## src/rtl/delay_sweep_pkg.sv

```systemverilog
// delay_sweep_pkg
//   Shared definitions for the delay-line sweep controller:
//   - state_e     : sequencer FSM states
//   - REG_*       : Wishbone register word offsets (byte address bits [4:2])
//   - CTRL_*/STAT_*: bit positions inside the CTRL and STATUS registers
package delay_sweep_pkg;

  typedef enum logic [2:0] {
    ST_IDLE   = 3'd0,
    ST_SETTLE = 3'd1,
    ST_STB_HI = 3'd2,
    ST_STB_LO = 3'd3,
    ST_NEXT   = 3'd4,
    ST_DONE   = 3'd5
  } state_e;

  localparam logic [2:0] REG_CTRL       = 3'd0;
  localparam logic [2:0] REG_START_CODE = 3'd1;
  localparam logic [2:0] REG_STOP_STEP  = 3'd2;
  localparam logic [2:0] REG_REPS       = 3'd3;
  localparam logic [2:0] REG_STATUS     = 3'd4;
  localparam logic [2:0] REG_RESULT     = 3'd5;
  localparam logic [2:0] REG_HITS       = 3'd6;

  localparam int CTRL_START_BIT  = 0;
  localparam int CTRL_ABORT_BIT  = 1;
  localparam int CTRL_IRQ_EN_BIT = 2;

  localparam int STAT_BUSY_BIT  = 0;
  localparam int STAT_DONE_BIT  = 1;
  localparam int STAT_FOUND_BIT = 2;
  localparam int STAT_CODE_LSB  = 16;

  localparam int STEP_LSB = 16;

endpackage

```

## src/rtl/sync_2ff.sv

```systemverilog
// sync_2ff
//   Generic two-flop synchronizer for asynchronous level inputs.
//   Ports:
//     clk_i  : destination clock
//     srst_i : synchronous active-high reset (clears both stages)
//     d_i    : asynchronous input, WIDTH bits (bits are independent)
//     q_o    : synchronized output, two clocks of latency
module sync_2ff #(
  parameter int WIDTH = 1
) (
  input  logic             clk_i,
  input  logic             srst_i,
  input  logic [WIDTH-1:0] d_i,
  output logic [WIDTH-1:0] q_o
);

  logic [WIDTH-1:0] meta_q;
  logic [WIDTH-1:0] sync_q;

  always_ff @(posedge clk_i) begin
    if (srst_i) begin
      meta_q <= '0;
      sync_q <= '0;
    end else begin
      meta_q <= d_i;
      sync_q <= meta_q;
    end
  end

  assign q_o = sync_q;

endmodule

```

## src/rtl/delay_sweep_ctrl.sv

```systemverilog
// delay_sweep_ctrl
//   Wishbone-slave sequencer for delay-line threshold scans. Steps the delay
//   code from START_CODE towards STOP_CODE by STEP, strobes the delay line
//   REPS times per code, counts synchronized comparator hits and records the
//   first code whose hit count reaches majority (2*hits >= REPS).
//   Ports:
//     wb_clk_i, wb_rst_i     : clock, synchronous active-high reset
//     wb_adr_i/dat_i/we_i/sel_i/cyc_i/stb_i : Wishbone slave inputs
//     wb_dat_o, wb_ack_o     : registered read data, one-cycle ack
//     wb_stall_o, wb_err_o   : tied low
//     delay_code_o           : code applied to the delay line
//     delay_stb_o            : delay-line strobe
//     cmp_out_i              : asynchronous comparator output
//     irq_o                  : DONE & IRQ_EN, only when DELAY_SWEEP_IRQ_EN is
//                              defined (otherwise no port, IRQ_EN reads 0)
module delay_sweep_ctrl
  import delay_sweep_pkg::*;
#(
  parameter int CODE_W        = 10,
  parameter int CNT_W         = 16,
  parameter int STB_CYCLES    = 3,
  parameter int SETTLE_CYCLES = 4
) (
  input  logic              wb_clk_i,
  input  logic              wb_rst_i,
  input  logic [31:0]       wb_adr_i,
  input  logic [31:0]       wb_dat_i,
  output logic [31:0]       wb_dat_o,
  input  logic              wb_we_i,
  input  logic [3:0]        wb_sel_i,
  input  logic              wb_cyc_i,
  input  logic              wb_stb_i,
  output logic              wb_ack_o,
  output logic              wb_stall_o,
  output logic              wb_err_o,
  output logic [CODE_W-1:0] delay_code_o,
  output logic              delay_stb_o,
  input  logic              cmp_out_i
`ifdef DELAY_SWEEP_IRQ_EN
  ,
  output logic              irq_o
`endif
);

  localparam int PH_W = 8;

  // Bus side
  logic        ack_q, ack_d;
  logic        wr_q, wr_d;
  logic [2:0]  adr_q, adr_d;
  logic [31:0] wdat_q, wdat_d;
  logic [31:0] dat_q, dat_d;
  logic [31:0] rd_data;

  // Software-visible configuration
  logic [CODE_W-1:0] start_code_q, start_code_d;
  logic [CODE_W-1:0] stop_code_q, stop_code_d;
  logic [CODE_W-1:0] step_q, step_d;
  logic [CNT_W-1:0]  reps_q, reps_d;
  logic              irq_en_q, irq_en_d;

  // Working copies captured at START so mid-sweep writes do not disturb it
  logic [CODE_W-1:0] stop_w_q, stop_w_d;
  logic [CODE_W-1:0] step_w_q, step_w_d;
  logic [CNT_W-1:0]  reps_w_q, reps_w_d;

  // Sequencer
  state_e            state_q, state_d;
  logic [PH_W-1:0]   ph_q, ph_d;
  logic [CNT_W-1:0]  rep_q, rep_d;
  logic [CNT_W-1:0]  hit_q, hit_d;
  logic [CODE_W-1:0] code_q, code_d;
  logic [CODE_W-1:0] result_q, result_d;
  logic [CNT_W-1:0]  hits_q, hits_d;
  logic              busy_q, busy_d;
  logic              done_q, done_d;
  logic              found_q, found_d;

  logic              cmp_sync;
  logic              accept;
  logic              wr_en;
  logic              ctrl_wr;
  logic              start_req;
  logic              abort_req;
  logic              done_clr;
  logic              load_sweep;
  logic [CODE_W:0]   next_sum;

  sync_2ff #(
    .WIDTH (1)
  ) u_cmp_sync (
    .clk_i  (wb_clk_i),
    .srst_i (wb_rst_i),
    .d_i    (cmp_out_i),
    .q_o    (cmp_sync)
  );

  // A request is taken only while no ack is outstanding; the write itself is
  // committed during the ack cycle so its effects appear the cycle after ack.
  assign accept    = wb_cyc_i & wb_stb_i & ~ack_q;
  assign wr_en     = ack_q & wr_q;
  assign ctrl_wr   = wr_en && (adr_q == REG_CTRL);
  assign abort_req = ctrl_wr && wdat_q[CTRL_ABORT_BIT];
  assign start_req = ctrl_wr && wdat_q[CTRL_START_BIT] && !wdat_q[CTRL_ABORT_BIT];
  assign done_clr  = wr_en && (adr_q == REG_STATUS) && wdat_q[STAT_DONE_BIT];
  assign load_sweep = start_req && (state_q == ST_IDLE || state_q == ST_DONE);
  assign next_sum  = {1'b0, code_q} + {1'b0, step_w_q};

  always_comb begin
    rd_data = '0;
    case (wb_adr_i[4:2])
      REG_CTRL:       rd_data[CTRL_IRQ_EN_BIT] = irq_en_q;
      REG_START_CODE: rd_data[CODE_W-1:0] = start_code_q;
      REG_STOP_STEP: begin
        rd_data[CODE_W-1:0]         = stop_code_q;
        rd_data[STEP_LSB +: CODE_W] = step_q;
      end
      REG_REPS:       rd_data[CNT_W-1:0] = reps_q;
      REG_STATUS: begin
        rd_data[STAT_BUSY_BIT]             = busy_q;
        rd_data[STAT_DONE_BIT]             = done_q;
        rd_data[STAT_FOUND_BIT]            = found_q;
        rd_data[STAT_CODE_LSB +: CODE_W]   = code_q;
      end
      REG_RESULT:     if (found_q) rd_data[CODE_W-1:0] = result_q;
      REG_HITS:       rd_data[CNT_W-1:0] = hits_q;
      default:        rd_data = '0;
    endcase
  end

  always_comb begin
    ack_d        = accept;
    wr_d         = wr_q;
    adr_d        = adr_q;
    wdat_d       = wdat_q;
    dat_d        = dat_q;
    start_code_d = start_code_q;
    stop_code_d  = stop_code_q;
    step_d       = step_q;
    reps_d       = reps_q;
    irq_en_d     = irq_en_q;
    stop_w_d     = stop_w_q;
    step_w_d     = step_w_q;
    reps_w_d     = reps_w_q;
    state_d      = state_q;
    ph_d         = ph_q;
    rep_d        = rep_q;
    hit_d        = hit_q;
    code_d       = code_q;
    result_d     = result_q;
    hits_d       = hits_q;
    busy_d       = busy_q;
    done_d       = done_q;
    found_d      = found_q;

    if (accept) begin
      wr_d   = wb_we_i;
      adr_d  = wb_adr_i[4:2];
      wdat_d = wb_dat_i;
      dat_d  = rd_data;
    end

    if (wr_en) begin
      case (adr_q)
`ifdef DELAY_SWEEP_IRQ_EN
        REG_CTRL:       irq_en_d = wdat_q[CTRL_IRQ_EN_BIT];
`endif
        REG_START_CODE: start_code_d = wdat_q[CODE_W-1:0];
        REG_STOP_STEP: begin
          stop_code_d = wdat_q[CODE_W-1:0];
          step_d      = wdat_q[STEP_LSB +: CODE_W];
        end
        REG_REPS:       reps_d = wdat_q[CNT_W-1:0];
        default: ;
      endcase
    end
    if (done_clr) done_d = 1'b0;

    case (state_q)
      ST_IDLE: ;
      ST_SETTLE: begin
        if (ph_q == PH_W'(SETTLE_CYCLES - 1)) begin
          ph_d    = '0;
          state_d = ST_STB_HI;
        end else begin
          ph_d = ph_q + 1'b1;
        end
      end
      ST_STB_HI: begin
        if (ph_q == PH_W'(STB_CYCLES - 1)) begin
          ph_d    = '0;
          state_d = ST_STB_LO;
        end else begin
          ph_d = ph_q + 1'b1;
        end
      end
      ST_STB_LO: begin
        if (ph_q == PH_W'(STB_CYCLES - 1)) begin
          ph_d  = '0;
          rep_d = rep_q + 1'b1;
          if (cmp_sync) hit_d = hit_q + 1'b1;
          // Compare the post-increment rep count against REPS.
          if (({1'b0, rep_q} + 1'b1) < {1'b0, reps_w_q}) state_d = ST_STB_HI;
          else                                             state_d = ST_NEXT;
        end else begin
          ph_d = ph_q + 1'b1;
        end
      end
      ST_NEXT: begin
        hits_d = hit_q;
        if (!found_q && ({hit_q, 1'b0} >= {1'b0, reps_w_q})) begin
          found_d  = 1'b1;
          result_d = code_q;
        end
        // Carry out of CODE_W means the next code would wrap: stop here.
        if (next_sum[CODE_W] || (next_sum[CODE_W-1:0] > stop_w_q)) begin
          state_d = ST_DONE;
          done_d  = 1'b1;
          busy_d  = 1'b0;
        end else begin
          code_d  = next_sum[CODE_W-1:0];
          rep_d   = '0;
          hit_d   = '0;
          ph_d    = '0;
          state_d = ST_SETTLE;
        end
      end
      ST_DONE:   state_d = ST_IDLE;
      default:   state_d = ST_IDLE;
    endcase

    if (load_sweep) begin
      code_d   = start_code_q;
      stop_w_d = stop_code_q;
      step_w_d = (step_q == '0) ? {{(CODE_W-1){1'b0}}, 1'b1} : step_q;
      reps_w_d = (reps_q == '0) ? {{(CNT_W-1){1'b0}}, 1'b1} : reps_q;
      found_d  = 1'b0;
      result_d = '0;
      ph_d     = '0;
      rep_d    = '0;
      hit_d    = '0;
      busy_d   = 1'b1;
      state_d  = ST_SETTLE;
    end

    // Abort leaves FOUND/RESULT/HITS as they stand and never raises DONE.
    if (abort_req) begin
      state_d = ST_IDLE;
      busy_d  = 1'b0;
      done_d  = done_q & ~done_clr;
    end
  end

  always_ff @(posedge wb_clk_i) begin
    if (wb_rst_i) begin
      ack_q        <= 1'b0;
      wr_q         <= 1'b0;
      adr_q        <= '0;
      wdat_q       <= '0;
      dat_q        <= '0;
      start_code_q <= '0;
      stop_code_q  <= '0;
      step_q       <= '0;
      reps_q       <= '0;
      irq_en_q     <= 1'b0;
      stop_w_q     <= '0;
      step_w_q     <= '0;
      reps_w_q     <= '0;
      state_q      <= ST_IDLE;
      ph_q         <= '0;
      rep_q        <= '0;
      hit_q        <= '0;
      code_q       <= '0;
      result_q     <= '0;
      hits_q       <= '0;
      busy_q       <= 1'b0;
      done_q       <= 1'b0;
      found_q      <= 1'b0;
    end else begin
      ack_q        <= ack_d;
      wr_q         <= wr_d;
      adr_q        <= adr_d;
      wdat_q       <= wdat_d;
      dat_q        <= dat_d;
      start_code_q <= start_code_d;
      stop_code_q  <= stop_code_d;
      step_q       <= step_d;
      reps_q       <= reps_d;
      irq_en_q     <= irq_en_d;
      stop_w_q     <= stop_w_d;
      step_w_q     <= step_w_d;
      reps_w_q     <= reps_w_d;
      state_q      <= state_d;
      ph_q         <= ph_d;
      rep_q        <= rep_d;
      hit_q        <= hit_d;
      code_q       <= code_d;
      result_q     <= result_d;
      hits_q       <= hits_d;
      busy_q       <= busy_d;
      done_q       <= done_d;
      found_q      <= found_d;
    end
  end

  assign wb_ack_o     = ack_q;
  assign wb_dat_o     = dat_q;
  assign wb_stall_o   = 1'b0;
  assign wb_err_o     = 1'b0;
  assign delay_code_o = code_q;
  assign delay_stb_o  = (state_q == ST_STB_HI);

`ifdef DELAY_SWEEP_IRQ_EN
  assign irq_o = done_q & irq_en_q;
`endif

  // Byte lanes and undecoded address bits are intentionally ignored.
  logic unused_bits;
  assign unused_bits = ^{wb_sel_i, wb_adr_i, wdat_q};

endmodule

```

## config.mk

```make
export PLATFORM = sky130hd
export DESIGN_NAME = delay_sweep_ctrl
export DESIGN_NICKNAME = d
export VERILOG_FILES = /design/src/rtl/delay_sweep_pkg.sv /design/src/rtl/sync_2ff.sv /design/src/rtl/delay_sweep_ctrl.sv
export SDC_FILE = /design/constraint.sdc
export NUM_CORES = 1
export LEC_CHECK = 0
export CORE_MARGIN = 2
export CORE_UTILIZATION = 51
export CTS_BUF_LIST = sky130_fd_sc_hd__clkbuf_16
export CTS_CLUSTER_SIZE = 14
export DETAILED_ROUTE_END_ITERATION = 6
export PLACE_DENSITY_LB_ADDON = 0.08
export SYNTH_ARGS = -nofsm -noshare
export SYNTH_HDL_FRONTEND = slang
export SYNTH_SLANG_ARGS = --single-unit
```

## constraint.sdc

```tcl
create_clock -name wb_clk_i -period 3.2 [get_ports wb_clk_i]
set_input_delay 0.64 -clock wb_clk_i [delete_from_list [all_inputs] [get_ports wb_clk_i]]
set_output_delay 0.64 -clock wb_clk_i [all_outputs]
set_load 0.03 [all_outputs]
```

## Word level (Yosys, flattened, before mapping)

Index checks and enable logic that the tools add are counted.

- Reductions and logical operators: 35
- Bitwise logic cells: 7
- Muxes and demuxes: 35
- $add $sub $neg: 5
- Eq/ne operators: 27
- Magnitude comparators: 3

Operator list:

| cell | number |
|---|---|
| 16-bit two-way mux | 5 |
| 16-bit case mux with 2 select lines | 2 |
| 10-bit two-way mux | 5 |
| 7-bit case mux with 5 select lines | 1 |
| 16-bit by 1-bit adder with 16-bit output (second input constant) | 2 |
| 8-bit two-way mux | 3 |
| 8-bit case mux with 3 select lines | 1 |
| 10-bit case mux with 2 select lines | 1 |
| 3-bit by 2-bit == test with 1-bit output (second input constant) | 6 |
| 3-bit == test (second input constant) | 6 |
| 16-bit by 1-bit adder with 17-bit output (second input constant) | 1 |
| 17-bit by 16-bit greater-or-equal comparator with 1-bit output | 1 |
| 17-bit by 16-bit less-than comparator with 1-bit output | 1 |
| 8-bit by 2-bit == test with 1-bit output (second input constant) | 2 |
| 16-bit logical NOT | 1 |
| 3-bit two-way mux | 5 |
| 3-bit case mux with 5 select lines | 1 |
| 2-bit AND reduction | 7 |
| 2-bit case mux with 6 select lines | 1 |
| 6-bit case mux with 2 select lines | 1 |
| 4-bit AND reduction | 3 |
| 10-bit by 10-bit adder with 11-bit output | 1 |
| 10-bit greater-than comparator | 1 |
| 10-bit logical NOT | 1 |
| other kinds (19) | 53 |

- Input port bits: 74
- Register bits: 223
- Logic and storage cells: 137
- Output and inout port bits: 46

## Longest topological paths before layout

Gate-level depths: netlist of the first run.

- Word-level depth: 7
- Mapped depth: 14
- Depth with buffers taken out: 13

## Cells and area by module

Synthesis of the first run repeated with hierarchy kept, for this count alone.

- Cell total of the unflattened synthesis: 1363
- Area total of the unflattened synthesis: 10834.1 µm²

Modules (own cells, without submodules):

| module | times used | area each (µm²) | cells an instance |
|---|---|---|---|
| delay_sweep_ctrl | 1 | 10781.6 | 1359 |
| sync_2ff | 1 | 52.6 | 4 |

## Worst setup path after synthesis of the first run

OpenSTA, ideal clock, no wires.

- Path kind: reg-to-reg
- From: reg code_q[1] (netlist: delay_code_o[1])
- To: reg code_q[1] (netlist: delay_code_o[1])
- Path buffers: 1
- Required time: 3.081 ns
- Cell stages (with the launch flop): 13
- Path slack: -0.378 ns
- Arrival time: 3.460 ns
- Path through: dfxtp_1 -> ha_1 -> a211oi_1 -> o21ai_1 -> a2111o_1 -> o311ai_0 -> ha_1 -> and4_1 -> a2111oi_2 -> o211a_1 -> buf_2 -> nand2_1 -> o221a_1

- Word-level cells in the longest chain between the ends: 5
- Elaborated cells on any way between the ends: 8
- Classes of those cells: 1 x add/sub; 1 x order compare; 1 x eq/ne; 3 x mux; 2 x reduce/logical

Ends and longest elaborated chain:

| element | RTL line | RTL |
|---|---|---|
| start, declared | delay_sweep_ctrl.sv:72 | `logic [CODE_W-1:0] code_q, code_d;` |
| start signal, assigned | delay_sweep_ctrl.sv:297 | `code_q <= code_d;` |
| 10-bit by 10-bit adder with 11-bit output * | delay_sweep_ctrl.sv:107 | `assign next_sum = {1'b0, code_q} + {1'b0, step_w_q};` |
| 10-bit greater-than comparator | delay_sweep_ctrl.sv:216 | `if (next_sum[CODE_W] \|\| (next_sum[CODE_W-1:0] > stop_w_q)) begin` |
| 1-bit logical OR | delay_sweep_ctrl.sv:216 |  |
| 2-bit inequality test (no source line) | -- |  |
| 2-bit AND reduction (no source line) | -- |  |

Every way passes the cells marked *; elsewhere a longest branch is shown, timed or not. The select of a mux whose other input is x is not followed.
A chain may end at the register's enable or synchronous reset.

## Worst setup path in the final report of the first run

- From: reg code_q[5] (netlist: delay_code_o[5])
- To: reg hit_q[11]

- Word-level cells in the longest chain between the ends: 5

Ends and longest elaborated chain:

| element | RTL line | RTL |
|---|---|---|
| 10-bit by 10-bit adder with 11-bit output * | delay_sweep_ctrl.sv:107 |  |
| 10-bit greater-than comparator | delay_sweep_ctrl.sv:216 |  |
| 1-bit logical OR * | delay_sweep_ctrl.sv:216 |  |
| 2-bit inequality test (no source line) * | -- |  |
| 4-bit AND reduction (no source line) * | -- |  |
| end signal, assigned | delay_sweep_ctrl.sv:296 | `hit_q <= hit_d;` |
| end, declared | delay_sweep_ctrl.sv:71 | `logic [CNT_W-1:0] hit_q, hit_d;` |

Every way passes the cells marked *; elsewhere a longest branch is shown, timed or not.

==> results of run 1 <==
power groups by stage:
stage / Combinational (mW) / Clock (mW) / Sequential (mW)
6_report: 0.248 / 2.80 / 2.82
5_1_grt: 0.268 / 2.94 / 2.83
4_1_cts: 0.245 / 2.81 / 2.82
3_5_place_dp: 0.244 / 0 / 2.89
3_3_place_gp: 0.241 / 0 / 2.89
2_1_floorplan: 0.138 / 0 / 2.89
cell type report:
cell class              count  area, µm²  area share
multi-input cells        1019       6330       0.465
well taps                 275        344      0.0253
clock inverters            19        136      0.0100
clock buffers              26        651      0.0478
repair buffers            173       1530       0.112
flip-flops and latches    223       4490       0.330
inverters                  37        139      0.0102
placed cells by master, fill, tap and decap left out, drive strengths merged, types with 26 or more instances in the layout:
master,count
dfxtp,223
nor2,96
o21ai,48
inv,41
clkbuf,26
nand2,288
a21oi,179
clkdlybuf4s50,71
nand3,40
ha,54
buf,102
synth_stat cells (all sizes together), types with 7 or more instances:
cell and n:
a211oi 16, a21oi 179, a22o 11, a22oi 21, a311oi 10, a31oi 17
a32oi 7, and3 11, buf 25, clkbuf 78, dfxtp 223, ha 54
inv 37, mux2 7, mux2i 15, nand2 288, nand2b 7, nand3 40
nand4 21, nor2 96, nor2b 12, nor3 18, nor4 10, o211ai 20
o21ai 48, xnor2 14, xor2 7
flip-flops by register name, summed over array words and instances (netlist names), 16 cells and up:
register / cells
hit_q: 16
hits_q: 16
rep_q: 16
reps_q: 16
reps_w_q: 16
wb_dat_o: 26
wdat_q: 26
cells by family after synthesis:
kind of cell             synth area share
adder cells (fa/ha/maj)            0.0639
AND/OR/NAND/NOR                     0.216
buffers and inverters              0.0525
XOR/XNOR                           0.0169
flip-flops                          0.410
AO/OA/AOI/OAI                       0.219
other                            0.000344
multiplexers                       0.0210
path summary, 6_finish.rpt:
kind,startpoint,endpoint,slack [ps],depth (start not counted)
setup / recovery,delay_code_o[5]$_SDFFE_PP0P_,hit_q[11]$_SDFFE_PP0P_,-70,14
hold / removal,wdat_q[20]$_SDFFE_PP0P_,step_q[4]$_SDFFE_PP0P_,450,2
setup reg to reg,delay_code_o[5]$_SDFFE_PP0P_,hit_q[11]$_SDFFE_PP0P_,-70,14
hold reg to reg,wdat_q[20]$_SDFFE_PP0P_,step_q[4]$_SDFFE_PP0P_,450,2
worst max-delay path, delay by kind of cell, from the launching register on:
kind | cells | cell delay, ps
AND/OR/NAND/NOR | 1 | 140
AO/OA/AOI/OAI | 8 | 1650
flip-flops | 1 | 340
buffers and inverters | 3 | 480
adder cells (fa/ha/maj) | 2 | 560
layer usage:
metal	vias to the layer above	part of all wire
met3	40	0.070
met4	0	0.018
met5	-	0
met1	4877	0.46
li1	5043	-
met2	325	0.45
timing repair:
item / 4_1_cts / 5_1_grt
setup endpoints to repair: 54 / 54
cloned: 1 / 1
hold endpoints to repair: 0 / 0
pin swaps: 25 / 34
resized for setup: 35 / 43
setup buffers: 3 / 8
==> impl_metrics.yaml, run 1 <==
clock_network:
  path_clk_slew_ps: 60
  cts_buffers: 25
  cts-hold-fix-buffers: 0
  tritoncts: "built"
  clock_sinks: 223
  clkLatencyLatePin_ps: 520
  clock_path_buffers: 3
  h-tree-depth: 1
  root_buffer: "clkbuf_16"
setup_path:
  cp_slowest_cell: "dfxtp_2"
  critPathKind: "reg -> reg"
  start_kind: "register"
  max_stage_delay_ps: 340
  worstPathArrival_ps: 3700
  crit_required_ps: 3630
  cp_cell_sequence: "ha_4 > buf_4 > a221oi_4 > buf_4 > a21o_1 > o311ai_4 > ha_4 > nand4_1 > a211oi_2 > a2111oi_4 > o211ai_4 > o21ai_2 > buf_12 > a311oi_1"
  crit_fanout: 15
  setup.worst_path.end_class: "register"
global_route:
  grt_pass1_vias: 9395
  grt_usage: 0.282
  use_met1: 0.421
  grt_pass1_wl_um: 50800
  use_met3: 0.0445
  gr-total-overflow: 0
  groute.layer.met2.usage: 0.425
  grt-busiest-layer: "met2"
  antenna_found_initial: 0
  grt_max_degree: 113
drt:
  wl_um: 32200
  drc_errors: 0
  dr.first_iter.drc_count: 792
  wl_per_cell_um: 18.2
  via_per_inst: 5.80
  drt_pre_antenna_iters: 5
  ant_nets: 0
  routed-via-count: 10300
final_layout:
  num_antenna_cells: 0
  syn2layout_area_growth_pct: 25.1
  filler_cell_count: 1868
  post-route-util: 0.650
  final_area_mm2: 0.0136
  nets: 1608
  drive_gt1_frac: 0.150
  stdcell_count: 1772
sta:
  finalMaxSlewViolations: 0
  hold_violations: 0
  tns_ps: -827
  fin_crit_sh: 1.02
  finalCriticalPeriod_ps: 3270
  hold_ws_ps: 446
  worst_slack_ps: -71.2
  worst_slew_pin_slew_ps: 1160
  fmax_ghz: 0.306
  setup_viol: 21
  worst_clock_skew_ps: 9.12
  slew_headroom: 0.229
  rsz0062_at_grt: "yes"
power:
  swShare: 0.231
  p_leak_nw: 4.96
  intPower_mw: 4.51
  totalPowerFinal_mw: 5.87
  vdd_drop_max_uv: 351
  switchingPower_mw: 1.35
  combPwrFrac: 0.042
  power.density_mw_per_mm2: 431
  sequentialPowerShare: 0.481
  clkPwrFrac: 0.476
floorplan:
  die_h_um: 150
  initial_core_util: 0.520
  num_io_pins: 120
  core_mm2: 0.0210
  die_w_um: 150
  num_rows: 53
  die_area_mm2: 0.0225
synth:
  ys_ff_latch: 223
  synth_top_area_frac: 0.410
  synthTopCellsByArea: "dfxtp_1, nand2_1, a21oi_1, ha_1, nor2_1"
  mappedNetlistArea_mm2: 0.0109
  yosys_most_used_dff: "dfxtp_1"
  avgSynthCellArea_um2: 7.92
  yosysTopAreaCell: "dfxtp_1"
  synth_edf_count: 0
  async_flop_share: 0
  yosysSeqAreaShare: 0.410
  syn-instance-count: 1375
  synthDistinctLibCells: 68
  ys_warn_count: 0
placed_design:
  post-place-ws_ps: -235
  hpwl_um: 22400
  gp_congestion: 0.881
  place_area_mm2: 0.0123
  dpl.cell_count: 1715
  port_buffers: 72
outcome:
  status: "complete, but fails checks"
  violations: "negative setup slack"
worst_hold_path:
  min-delay-path-class: "reg -> reg"
run:
  drv_cap: 0
Power figures use the tool's default switching activity.
==> run 2, diff against run 1 <==
--- a/config.mk
+++ b/config.mk
@@ -11,6 +11,7 @@
 export CTS_CLUSTER_SIZE = 14
 export DETAILED_ROUTE_END_ITERATION = 6
 export PLACE_DENSITY_LB_ADDON = 0.08
+export SETUP_SLACK_MARGIN = 0.3
 export SYNTH_ARGS = -nofsm -noshare
 export SYNTH_HDL_FRONTEND = slang
 export SYNTH_SLANG_ARGS = --single-unit
==> run 2 against run 1 <==
Largest cell class unchanged. Worst setup slack worse by 82 ps. Critical endpoint is now hit_q[4]$_SDFFE_PP0P_. Highest routed layer unchanged. The flow still finishes with violations (negative setup slack). Combinational power about the same. Routed wire length rose by 0.11%. First-iteration DRC count increased by 8.5%. Clock power down 5%. Global-route usage grew 0.28 points.
==> impl_metrics.yaml, run 2 (synthesized netlist as in run 1, its figures left out) <==
outcome:
  status: "complete, but fails checks"
  violations: "negative setup slack"
drt:
  drt_pre_antenna_iters: 5
  drc_errors: 0
  wl_per_cell_um: 18.3
  dr.first_iter.drc_count: 859
  wl_um: 32200
  routed-via-count: 10300
  via_per_inst: 5.84
  ant_nets: 0
setup_path:
  critPathKind: "reg -> reg"
  worstPathArrival_ps: 3770
  crit_required_ps: 3620
  r2r_start: "step_w_q[0]$_SDFFE_PP0P_"
  r2r.worst_path.cells: 14
  cp_cell_sequence: "ha_4 > fa_2 > a21o_1 > nand3_2 > a21o_1 > o311ai_4 > ha_4 > nand4_1 > a211oi_2 > a2111oi_4 > o211ai_4 > o21ai_2 > buf_12 > a311oi_1"
  crit_fanout: 15
  cp_slowest_cell: "o211ai_4"
  setup.worst_path.end_class: "register"
  r2r_setup_slack_ps: -150
  max_stage_delay_ps: 370
  start_kind: "register"
  r2r_end: "hit_q[4]$_SDFFE_PP0P_"
sta:
  setup_viol: 46
  fin_crit_sh: 1.05
  rsz0062_at_grt: "yes"
  finalMaxSlewViolations: 0
  hold_violations: 0
  worst_slack_ps: -153
  hold_ws_ps: 454
  worst_clock_skew_ps: 10.2
  tns_ps: -2620
  finalCriticalPeriod_ps: 3350
  fmax_ghz: 0.298
  slew_headroom: 0.258
  worst_slew_pin_slew_ps: 1110
final_layout:
  drive_gt1_frac: 0.150
  nets: 1599
  final_cell_mix: "nand2_1, dfxtp_1, a21oi_1"
  num_antenna_cells: 0
  post-route-util: 0.649
  syn2layout_area_growth_pct: 24.9
  final_common_cell: "nand2_1"
run:
  drv_cap: 0
clock_network:
  clock_path_buffers: 3
  h-tree-depth: 1
  clock_sinks: 223
  cts_buffers: 25
  clkLatencyLatePin_ps: 520
  cts-hold-fix-buffers: 0
  root_buffer: "clkbuf_16"
  path_clk_slew_ps: 60
  tritoncts: "built"
placed_design:
  post-place-ws_ps: -152
  gp_congestion: 0.904
  port_buffers: 72
  hpwl_um: 22100
power:
  combPwrFrac: 0.043
  intPower_mw: 4.42
  p_leak_nw: 4.95
  swShare: 0.228
  sequentialPowerShare: 0.492
  power.density_mw_per_mm2: 421
  clkPwrFrac: 0.465
  switchingPower_mw: 1.31
  vdd_drop_max_uv: 398
worst_hold_path:
  min-delay-path-class: "reg -> reg"
  min_from: "wdat_q[13]$_SDFFE_PP0P_"
  hold_path_end: "reps_q[13]$_SDFFE_PP0P_"
  min_delay_path_depth: 2
global_route:
  gr-total-overflow: 0
  grt_max_degree: 142
  grt_pass1_wl_um: 51300
  antenna_found_initial: 0
  grt_usage: 0.285
  grt_pass1_vias: 9535
floorplan:
  num_rows: 53
  die_h_um: 150
  die_area_mm2: 0.0225
  die_w_um: 150
  num_io_pins: 120
  core_mm2: 0.0210
  initial_core_util: 0.520
-- run 2: power groups by stage --
stage	logic, mW	clock network, mW	registers, mW
final	0.246	2.66	2.82
after global routing	0.269	2.83	2.82
after CTS	0.245	2.70	2.82
after detailed placement	0.243	0	2.88
after global placement	0.242	0	2.88
after floorplan	0.138	0	2.89
-- run 2: per-stage QoR --
stage               power, mW  std cells  area, µm²
CTS                      5.77       1756      13400
floorplan                3.02       1382      11200
detailed placement       3.12       1703      12400
finish                   5.73       1762      13600
global placement         3.12       1703      12400
global route             5.92       1762      13600
-- run 2: worst max path at each step --
stage	slack, ps	from	end	cells after the start
after floorplan	120	delay_code_o[8]$_SDFFE_PP0P_	hit_q[15]$_SDFFE_PP0P_	13
after global placement	-80	step_w_q[1]$_SDFFE_PP0P_	delay_code_o[0]$_SDFFE_PP0P_	12
after detailed placement	-150	step_w_q[1]$_SDFFE_PP0P_	delay_code_o[4]$_SDFFE_PP0P_	12
after CTS	-90	delay_code_o[0]$_SDFFE_PP0P_	delay_code_o[5]$_SDFFE_PP0P_	13
after global routing	-290	step_w_q[1]$_SDFFE_PP0P_	ph_q[1]$_SDFFE_PP0P_	15
final	-150	step_w_q[0]$_SDFFE_PP0P_	hit_q[4]$_SDFFE_PP0P_	14
-- run 2: area by class of cell --
type                            count  area [µm²]
Sequential cell                   223        4510
Timing Repair Buffer              164        1470
Clock buffer                       26         651
Fill cell                        1882        7350
Clock inverter                     18         104
Tap cell                          275         344
Multi-Input combinational cell   1019        6390
Inverter                           37         141
-- run 2: what timing repair did --
| action | in CTS | in global routing |
|---|---|---|
| setup buffers | 7 | 6 |
| pin swaps | 28 | 33 |
| gates resized for setup | 36 | 31 |
| endpoints found under the setup margin | 54 | 54 |
| cloned | 2 | 0 |
| hold endpoints to repair | 0 | 0 |
-- run 2: per-layer routing --
layer	part of all wire	wire, µm	global-route usage	up-vias
met5	0	0	0	-
li1	-	-	-	5039
met4	0.021	678	0.0679	0
met3	0.064	2060	0.0315	53
met2	0.44	14300	0.436	338
met1	0.47	15200	0.428	4861
-- run 2: worst max-delay path: cells and delay by family (launching register included) --
kind                     cells  cell delay (ps)
flip-flops                   1              350
AO/OA/AOI/OAI                8             1630
buffers and inverters        1              190
AND/OR/NAND/NOR              2              240
adder cells (fa/ha/maj)      3              830
